===== src/rtl/instr_dispatch.sv =====
// instr_dispatch: fetch/decode/issue sequencer that starts one execution unit per instruction.
// Optional single-step mode is enabled by defining INSTR_DISPATCH_SINGLE_STEP_EN.
module instr_dispatch #(
  parameter int ADDR_W  = 8,
  parameter int TIMEOUT = 15
) (
  input  logic              clk,
  input  logic              reset,
  input  logic              run,
  input  logic              restart,
`ifdef INSTR_DISPATCH_SINGLE_STEP_EN
  input  logic              step,
`endif
  output logic [ADDR_W-1:0] instr_addr,
  output logic              instr_rd,
  input  logic [15:0]       instr_data,
  output logic [3:0]        opCode,
  output logic [5:0]        Ri,
  output logic [5:0]        Rj,
  output logic [3:0]        unit_start,
  input  logic [3:0]        unit_done,
  output logic              busy,
  output logic              halted,
  output logic              error,
  output logic [1:0]        err_code
);

  localparam int CNT_W = $clog2(TIMEOUT + 1);

  typedef enum logic [3:0] {
    S_IDLE,
    S_FETCH,
    S_LATCH,
    S_DECODE,
    S_ISSUE,
    S_WAIT,
    S_NEXT,
    S_HALTED,
`ifdef INSTR_DISPATCH_SINGLE_STEP_EN
    S_STEP_WAIT,
`endif
    S_ERROR
  } state_t;

  state_t             r_state;
  logic [ADDR_W-1:0]  r_pc;
  logic [15:0]        r_ir;
  logic [3:0]         r_sel;
  logic [3:0]         r_start;
  logic               r_rd;
  logic [CNT_W-1:0]   r_cnt;
  logic [1:0]         r_err;

  logic [3:0]         w_op;
  logic [3:0]         w_sel;
  logic               w_done;

  assign w_op = r_ir[15:12];

  // One-hot unit select: opcodes 1..3 map to MOV/LOAD/STORE, 4..7 to the ALU.
  always_comb begin
    w_sel = 4'b0000;
    case (w_op)
      4'h1:                   w_sel = 4'b0010;
      4'h2:                   w_sel = 4'b0100;
      4'h3:                   w_sel = 4'b1000;
      4'h4, 4'h5, 4'h6, 4'h7: w_sel = 4'b0001;
      default:                w_sel = 4'b0000;
    endcase
  end

  assign w_done = |(unit_done & r_sel);

  always_ff @(posedge clk or posedge reset) begin
    if (reset) begin
      r_state <= S_IDLE;
      r_pc    <= '0;
      r_ir    <= '0;
      r_sel   <= '0;
      r_start <= '0;
      r_rd    <= 1'b0;
      r_cnt   <= '0;
      r_err   <= 2'b00;
    end else begin
      r_rd    <= 1'b0;
      r_start <= 4'b0000;
      case (r_state)
        S_IDLE: begin
          if (run) begin
            r_state <= S_FETCH;
            r_rd    <= 1'b1;
          end
        end
        S_FETCH:  r_state <= S_LATCH;
        S_LATCH: begin
          r_ir    <= instr_data;
          r_state <= S_DECODE;
        end
        S_DECODE: begin
          case (w_op)
            4'h0: r_state <= S_NEXT;
            4'h1, 4'h2, 4'h3, 4'h4, 4'h5, 4'h6, 4'h7: begin
              r_sel   <= w_sel;
              r_start <= w_sel;
              r_state <= S_ISSUE;
            end
            4'hF: r_state <= S_HALTED;
            default: begin
              r_err   <= 2'b01;
              r_state <= S_ERROR;
            end
          endcase
        end
        S_ISSUE: begin
          r_cnt   <= '0;
          r_state <= S_WAIT;
        end
        // Timeout fires on the TIMEOUT-th consecutive cycle without done.
        S_WAIT: begin
          if (w_done) begin
            r_state <= S_NEXT;
          end else begin
            r_cnt <= r_cnt + CNT_W'(1);
            if (r_cnt == CNT_W'(TIMEOUT - 1)) begin
              r_err   <= 2'b10;
              r_state <= S_ERROR;
            end
          end
        end
        S_NEXT: begin
          r_pc <= r_pc + ADDR_W'(1);
`ifdef INSTR_DISPATCH_SINGLE_STEP_EN
          r_state <= S_STEP_WAIT;
`else
          if (run) begin
            r_state <= S_FETCH;
            r_rd    <= 1'b1;
          end else begin
            r_state <= S_IDLE;
          end
`endif
        end
`ifdef INSTR_DISPATCH_SINGLE_STEP_EN
        S_STEP_WAIT: begin
          if (!run) begin
            r_state <= S_IDLE;
          end else if (step) begin
            r_state <= S_FETCH;
            r_rd    <= 1'b1;
          end
        end
`endif
        S_HALTED, S_ERROR: begin
          if (restart) begin
            r_pc    <= '0;
            r_err   <= 2'b00;
            r_state <= S_IDLE;
          end
        end
        default: r_state <= S_IDLE;
      endcase
    end
  end

  assign instr_addr = r_pc;
  assign instr_rd   = r_rd;
  assign opCode     = r_ir[15:12];
  assign Ri         = r_ir[11:6];
  assign Rj         = r_ir[5:0];
  assign unit_start = r_start;
  assign err_code   = r_err;
  assign halted     = (r_state == S_HALTED);
  assign error      = (r_state == S_ERROR);
`ifdef INSTR_DISPATCH_SINGLE_STEP_EN
  assign busy = !((r_state == S_IDLE) || (r_state == S_HALTED) ||
                  (r_state == S_ERROR) || (r_state == S_STEP_WAIT));
`else
  assign busy = !((r_state == S_IDLE) || (r_state == S_HALTED) || (r_state == S_ERROR));
`endif

endmodule


===== config.mk =====
export PLATFORM = sky130hd
export DESIGN_NAME = instr_dispatch
export DESIGN_NICKNAME = d
export VERILOG_FILES = /design/src/rtl/instr_dispatch.sv
export SDC_FILE = /design/constraint.sdc
export NUM_CORES = 1
export LEC_CHECK = 0
export BUFFER_PORTS_ARGS = -buffer_cell sky130_fd_sc_hd__buf_2
export CAP_MARGIN = 20
export CORE_UTILIZATION = 46
export CTS_CLUSTER_DIAMETER = 80
export DETAILED_ROUTE_END_ITERATION = 16
export PLACE_DENSITY = 0.71
export REMOVE_ABC_BUFFERS = 1
export SLEW_MARGIN = 0
export SYNTH_ARGS = -nofsm -noshare
export SYNTH_HDL_FRONTEND = slang
export SYNTH_SLANG_ARGS = --single-unit

===== constraint.sdc =====
create_clock -name clk -period 4.5 [get_ports clk]
set_clock_uncertainty 0.15 [all_clocks]
set_input_delay 0 -clock clk [delete_from_list [all_inputs] [get_ports clk]]
set_output_delay 0 -clock clk [all_outputs]
set_load 0.005 [all_outputs]

==> results_dict.tcl, run 1 <==
set metrics [dict create \
    numCtsBuffers 5 \
    tns_ps 0 \
    cpMaxStageDelayCell "dlygate4sd3_1" \
    cp-startpoint "r_sel[0]" \
    areaGrowthSynthToFinish_pct 26.8 \
    pwr_density_cell_nw_per_um2 542 \
    power.leakage_nw 1.29 \
    grtUsageTotal 0.202 \
    crit_buf_inv 2 \
    final_nets 302 \
    reg2reg_to "r_cnt[2]" \
    r2r_slack_ps 2170 \
    crit_fanout 8 \
    synth_cell_types 58 \
    drt_pre_antenna_iters 4 \
    critPathMaxStageDelay_ps 620 \
    rsz0062_at_grt "false" \
    design.die.area_um2 5120 \
    critPathLaunchType "flip-flop" \
    async_flop_share 1.00 \
    post_drt_wl_per_cell_um 14.1 \
    num_antenna_cells 0 \
    start_util 0.494 \
    fin_crit_ps 2330 \
    place_hpwl_um 3010 \
    layout_common_cells "57 x buf_2, 43 x dfrtp_1, 22 x dlygate4sd3_1" \
    drt-initial-drc-count 107 \
    hold_viol 0 \
    slew_viol_final 0 \
    critPathCaptureType "flip-flop" \
    tightest_slew_ps 743 \
    wl_um 4640 \
    period_share 0.518 \
    rr_worst_depth 5 \
    gr-total-overflow 0 \
    ir_drop_mv 0.334 \
    clock_latency_ps 290 \
    hold_end "r_cnt[0]" \
    synth_edf_count 0 \
    core_um2 4500 \
    drive_gt1_frac 0.355 \
    die_h_um 71.5 \
    num_rows 24 \
    grt_max_degree 44 \
    ys_seq_area_frac 0.484 \
    remaining_drc_errors 0 \
    power_w 0.00153 \
    timing.fmax_ghz 0.429 \
    vias 1776 \
    r2r_start "r_sel[0]" \
    gp_congestion 0.800 \
    cts_resized 0 \
    ant_nets 0 \
    yosys_warnings 0 \
    path_cells "a22oi_1 > dlygate4sd3_1 > nand3_4 > dlygate4sd3_1 > o31ai_1" \
    whs_path_depth 5 \
    cp_data_required_time_ps 4560 \
    ys.flop_type "dfrtp_1" \
    via_per_inst 5.41 \
    crit_arrival_ps 2390 \
    synth_cells 197 \
    cts.sinks 43 \
    fp.dieW_um 71.5 \
    cts-root-buf "clkbuf_8" \
    slew_headroom 0.503 \
    seq_area_um2 1080 \
    grt_pass1_vias 1825 \
    synth_area_um2 2220 \
    cts_tree "built" \
    status "completed" \
    grt_pass1_wl_um 8160 \
    final_common_cell "buf_2" \
    critPathKind "flip-flop to flip-flop" \
    multiInputGateArea_um2 1060 \
    hp-start "unit_done[3]" \
    portBuffers 57 \
    ys_ff_latch 43 \
    nFillCells 380 \
    finalSetupViolations 0 \
    ios 58 \
    clk_transition_reported_paths_ps 80 \
    clockBufferDepth 2 \
    antenna_found_initial 0 \
    hold_path_class "input pin to flip-flop" \
    cp_top_family "buffers and inverters" \
    path_common_cell "dlygate4sd3_1" \
    synth.avg_cell_area_um2 11.3 \
    ctsHtreeMaxLevel 2 \
    drv_cap 0 \
]
==> sequential cells by signal (all words and copies together) (netlist names) <==
name,count
r_ir,16
instr_rd,1
unit_start,4
err_code,2
instr_addr,8
r_cnt,4
r_state,4
r_sel,4
==> synthesized netlist by cell type, drive strengths merged, types with 2 or more instances <==
| cell | number | area, um2 |
|---|---|---|
| dfrtp | 43 | 1080 |
| nand2 | 13 | 53.8 |
| buf | 8 | 63.8 |
| or3 | 3 | 23.8 |
| nor4b | 4 | 62.6 |
| nor3 | 6 | 56.3 |
| o21ai | 5 | 28.8 |
| nand3 | 13 | 77.6 |
| nand2b | 6 | 45.0 |
| nand3b | 2 | 18.8 |
| nor2 | 9 | 33.8 |
| and2 | 5 | 31.3 |
| a21o | 2 | 15.0 |
| mux2 | 16 | 180 |
| a22oi | 3 | 22.5 |
| inv | 6 | 22.5 |
| a31oi | 2 | 12.5 |
| mux2i | 4 | 40.0 |
| a21boi | 2 | 15.0 |
| o211ai | 2 | 15.0 |
| and3 | 2 | 12.5 |
| nand4 | 6 | 37.5 |
| nor2b | 2 | 12.5 |
| a21oi | 8 | 40.0 |
| ha | 3 | 37.5 |
| a211oi | 3 | 27.5 |
==> cells by family (layout without fill, tap and decap cells) <==
family | Yosys count | in the layout | synth area share
buf+inv | 15 | 94 | 0.0405
simple gates | 78 | 78 | 0.237
xor+xnor | 2 | 2 | 0.00788
mux | 20 | 20 | 0.0990
flops | 43 | 43 | 0.484
compound gates | 36 | 36 | 0.115
fa+ha+maj | 3 | 3 | 0.0169
==> final cells by class <==
type	instances	share of cell area
multi-input combinational	139	0.375
clock inverter	2	0.00444
tap	52	0.0231
inverter	6	0.00799
sequential	43	0.382
clock buffer	6	0.0257
timing repair buffer	80	0.182
==> layer usage <==
layer | up-vias | track usage | wire length, um
met5 | - | 0 | 0
met4 | 0 | 0.0588 | 36
met3 | 3 | 0.0394 | 219
met2 | 52 | 0.339 | 2280
met1 | 835 | 0.268 | 2100
li1 | 886 | - | -
==> report_power, final <==
part           internal [W]  switching (W)
Combinational      0.000319       0.000252
Sequential         0.000524       0.000193
Clock              0.000109       0.000132
Total              0.000951       0.000577
==> worst max-delay path by stage <==
stage / slack (ps) / end / cells past startpoint
CTS: 2150 / r_cnt[2] / 5
global route: 1980 / r_cnt[2] / 5
detailed placement: 2440 / r_ir[10] / 2
floorplan: 2650 / r_state[2] / 4
global placement: 2480 / r_ir[9] / 2
finish: 2170 / r_cnt[2] / 5
==> metrics by stage <==
step | instances | cell area, um2 | setup slack, ps | util | hold slack (ps)
floorplan | 188 | 2160 | 2650 | - | 1.69
global placement | 298 | 2510 | 2480 | 0.558 | 19.4
detailed placement | 298 | 2510 | 2440 | 0.558 | 22.4
CTS | 328 | 2820 | 2150 | 0.626 | 48.6
global route | 328 | 2820 | 1980 | 0.626 | 92.2
finish | 328 | 2820 | 2170 | 0.626 | 56.9
==> worst reg2reg max path, delay by kind of cell (launching register included) <==
kind | cells | cell delay (ps)
buffers and inverters | 2 | 1220
AO/OA/AOI/OAI | 2 | 370
AND/OR/NAND/NOR | 1 | 120
flip-flops | 1 | 380
==> what timing repair did <==
action	CTS	global route
setup buffers	0	0
hold buffers	22	0
hold endpoints to repair	65	0
(Power assumes the default switching activity.)
==> run 2: changes to the inputs <==
--- a/config.mk
+++ b/config.mk
@@ -10,7 +10,7 @@
 export CORE_UTILIZATION = 46
 export CTS_CLUSTER_DIAMETER = 80
 export DETAILED_ROUTE_END_ITERATION = 16
-export PLACE_DENSITY = 0.71
+export PLACE_DENSITY = 0.74
 export REMOVE_ABC_BUFFERS = 1
 export SLEW_MARGIN = 0
 export SYNTH_ARGS = -nofsm -noshare
==> constraint.sdc (replaced) <==
create_clock -name clk -period 1.9 [get_ports clk]
set_clock_uncertainty 0.15 [all_clocks]
set_input_delay 0 -clock clk [delete_from_list [all_inputs] [get_ports clk]]
set_output_delay 0 -clock clk [all_outputs]
set_load 0.005 [all_outputs]
==> run 2 against run 1 <==
Effect of this change: worst hold slack improved by 53 ps; final area is 5.4% higher; non-clock buffer count rose by 14; final cell count rose by 4.3%; clock power grew to 3.0 times the previous value; largest cell class unchanged; highest routed layer unchanged.
==> results_dict.tcl, run 2 (same netlist as run 1, synthesis figures left out) <==
set metrics [dict create \
    status "completed" \
    clockBufferDepth 2 \
    pwr_density_cell_nw_per_um2 1340 \
    post_drt_wl_per_cell_um 13.8 \
    portBuffers 57 \
    tns_ps 0 \
    nFillCells 350 \
    cp-startpoint "r_state[1]" \
    p_sw_frac 0.351 \
    wl_um 4720 \
    critPathLaunchType "flip-flop" \
    cpMaxStageDelayCell "dfrtp_1" \
    grt_pass1_wl_um 7960 \
    seqPwrFrac 0.398 \
    clock_latency_ps 290 \
    fp.dieW_um 71.5 \
    drt-initial-drc-count 88 \
    stdcell_count 342 \
    ios 58 \
    critPathMaxStageDelay_ps 520 \
    power.leakage_nw 1.39 \
    hp-start "unit_done[1]" \
    vias 1867 \
    tightest_slew_ps 548 \
    via_per_inst 5.46 \
    hold_path_class "input pin to flip-flop" \
    gr-total-overflow 0 \
    p_int_w 0.00259 \
    design.die.area_um2 5120 \
    grtUsageTotal 0.200 \
    grt_pass1_vias 1802 \
    num_antenna_cells 0 \
    ant_nets 0 \
    largest_register_ffs 16 \
    pwr-share-comb 0.420 \
    start_util 0.494 \
    numCtsBuffers 5 \
    gp_congestion 0.794 \
    hold_viol 0 \
    timing.fmax_ghz 0.555 \
    remaining_drc_errors 0 \
    post-cts-setup-buffer-count 0 \
    path_cells "buf_4 > and2b_1 > nand3_1 > a211oi_2 > mux2i_1" \
    switchingPower_w 0.00140 \
    grt_max_degree 44 \
    core_um2 4500 \
    clk_transition_reported_paths_ps 80 \
    drt_pre_antenna_iters 4 \
    crit_arrival_ps 1870 \
    crit_fanout 8 \
    critPathCaptureType "flip-flop" \
    clkPwrFrac 0.182 \
    areaGrowthSynthToFinish_pct 33.6 \
    critPathKind "flip-flop to flip-flop" \
    slew_headroom 0.635 \
    cts-root-buf "clkbuf_8" \
    final_common_cell "buf_2" \
    rsz0062_at_grt "false" \
    largest-register "r_ir" \
    die_h_um 71.5 \
    final_nets 316 \
    antenna_found_initial 0 \
    placedCellCount 315 \
    ir_drop_mv 0.888 \
    r2r_start "r_state[1]" \
    ctsHtreeMaxLevel 2 \
    layout_common_cells "57 x buf_2, 42 x dfrtp_1, 19 x dlygate4sd3_1" \
    place_hpwl_um 3260 \
    cts.sinks 43 \
    num_rows 24 \
    fin_crit_ps 1800 \
    period_share 0.949 \
    finalSetupViolations 0 \
    drive_gt1_frac 0.403 \
    cp_data_required_time_ps 1960 \
    cts_tree "built" \
    post-route-util 0.660 \
    drv_cap 0 \
    slew_viol_final 0 \
]
[run 2: cell types whose count changed in the layout (fill, tap and decap cells not counted)]
cell	change
clkbuf_8	+1
buf_12	+1
dfrtp_2	+1
dlygate4sd3_1	-3
clkinvlp_4	-1
dfrtp_1	-1
clkbuf_1	-1
o21ai_2	-1
o21ai_4	+1
bufinv_16	+1
buf_4	+16
[run 2: per-layer routing]
| metal | wire, um | vias to the layer above | track usage |
|---|---|---|---|
| met5 | 0 | - | 0 |
| met4 | 46 | 0 | 0.0697 |
| met3 | 307 | 5 | 0.0577 |
| met2 | 2280 | 66 | 0.340 |
| met1 | 2090 | 889 | 0.245 |
| li1 | - | 907 | - |
[run 2: power by group through the flow]
stage | combinational [W] | sequential (W) | clock, W
2_1_floorplan | 0.000871 | 0.00165 | 0
3_3_place_gp | 0.00161 | 0.00158 | 0
3_5_place_dp | 0.00164 | 0.00159 | 0
4_1_cts | 0.00168 | 0.00157 | 0.000751
5_1_grt | 0.00184 | 0.00164 | 0.000793
6_report | 0.00167 | 0.00159 | 0.000725
[run 2: path summary, 6_finish.rpt]
kind                            depth (start not counted)       endpoint  slack (ps)
worst max-delay path                                    5  instr_addr[7]         100
worst min-delay path                                    6       r_cnt[3]         110
worst max register to register                          5  instr_addr[7]         100
worst min register to register                          1       r_sel[0]         330
max in group asynchronous                               4     r_state[0]         940
min in group asynchronous                               4       r_ir[11]         260
[run 2: per-stage QoR]
step / power, W / area, um2 / setup WS, ps / hold slack (ps)
after floorplan: 0.00252 / 2160 / 54.0 / 1.69
after global placement: 0.00319 / 2660 / 46.2 / 15.2
after detailed placement: 0.00323 / 2660 / 25.9 / 26.6
after CTS: 0.00400 / 2960 / 7.97 / 108
after global routing: 0.00427 / 2970 / 1.80 / 128
final: 0.00399 / 2970 / 97.0 / 110
[run 2: layout make-up]
type                    count  area, um2  area share
clock inverters             2       35.0      0.0118
multi-input cells         139       1070       0.359
inverters                   6       22.5     0.00758
repair buffers             94        623       0.210
flip-flops and latches     43       1080       0.363
clock buffers               6       82.6      0.0278
well taps                  52       65.1      0.0219
[run 2: critical path: cells and delay by family (launching register included)]
family | cells | cell delay [ps]
buf+inv | 1 | 220
simple gates | 2 | 390
mux | 1 | 200
flops | 1 | 520
compound gates | 1 | 250
[run 2: timing repair]
| item | CTS | global route |
|---|---|---|
| endpoints found under the hold margin | 62 | 0 |
| resized for setup | 0 | 2 |
| hold buffers | 19 | 0 |
| endpoints found under the setup margin | 0 | 13 |
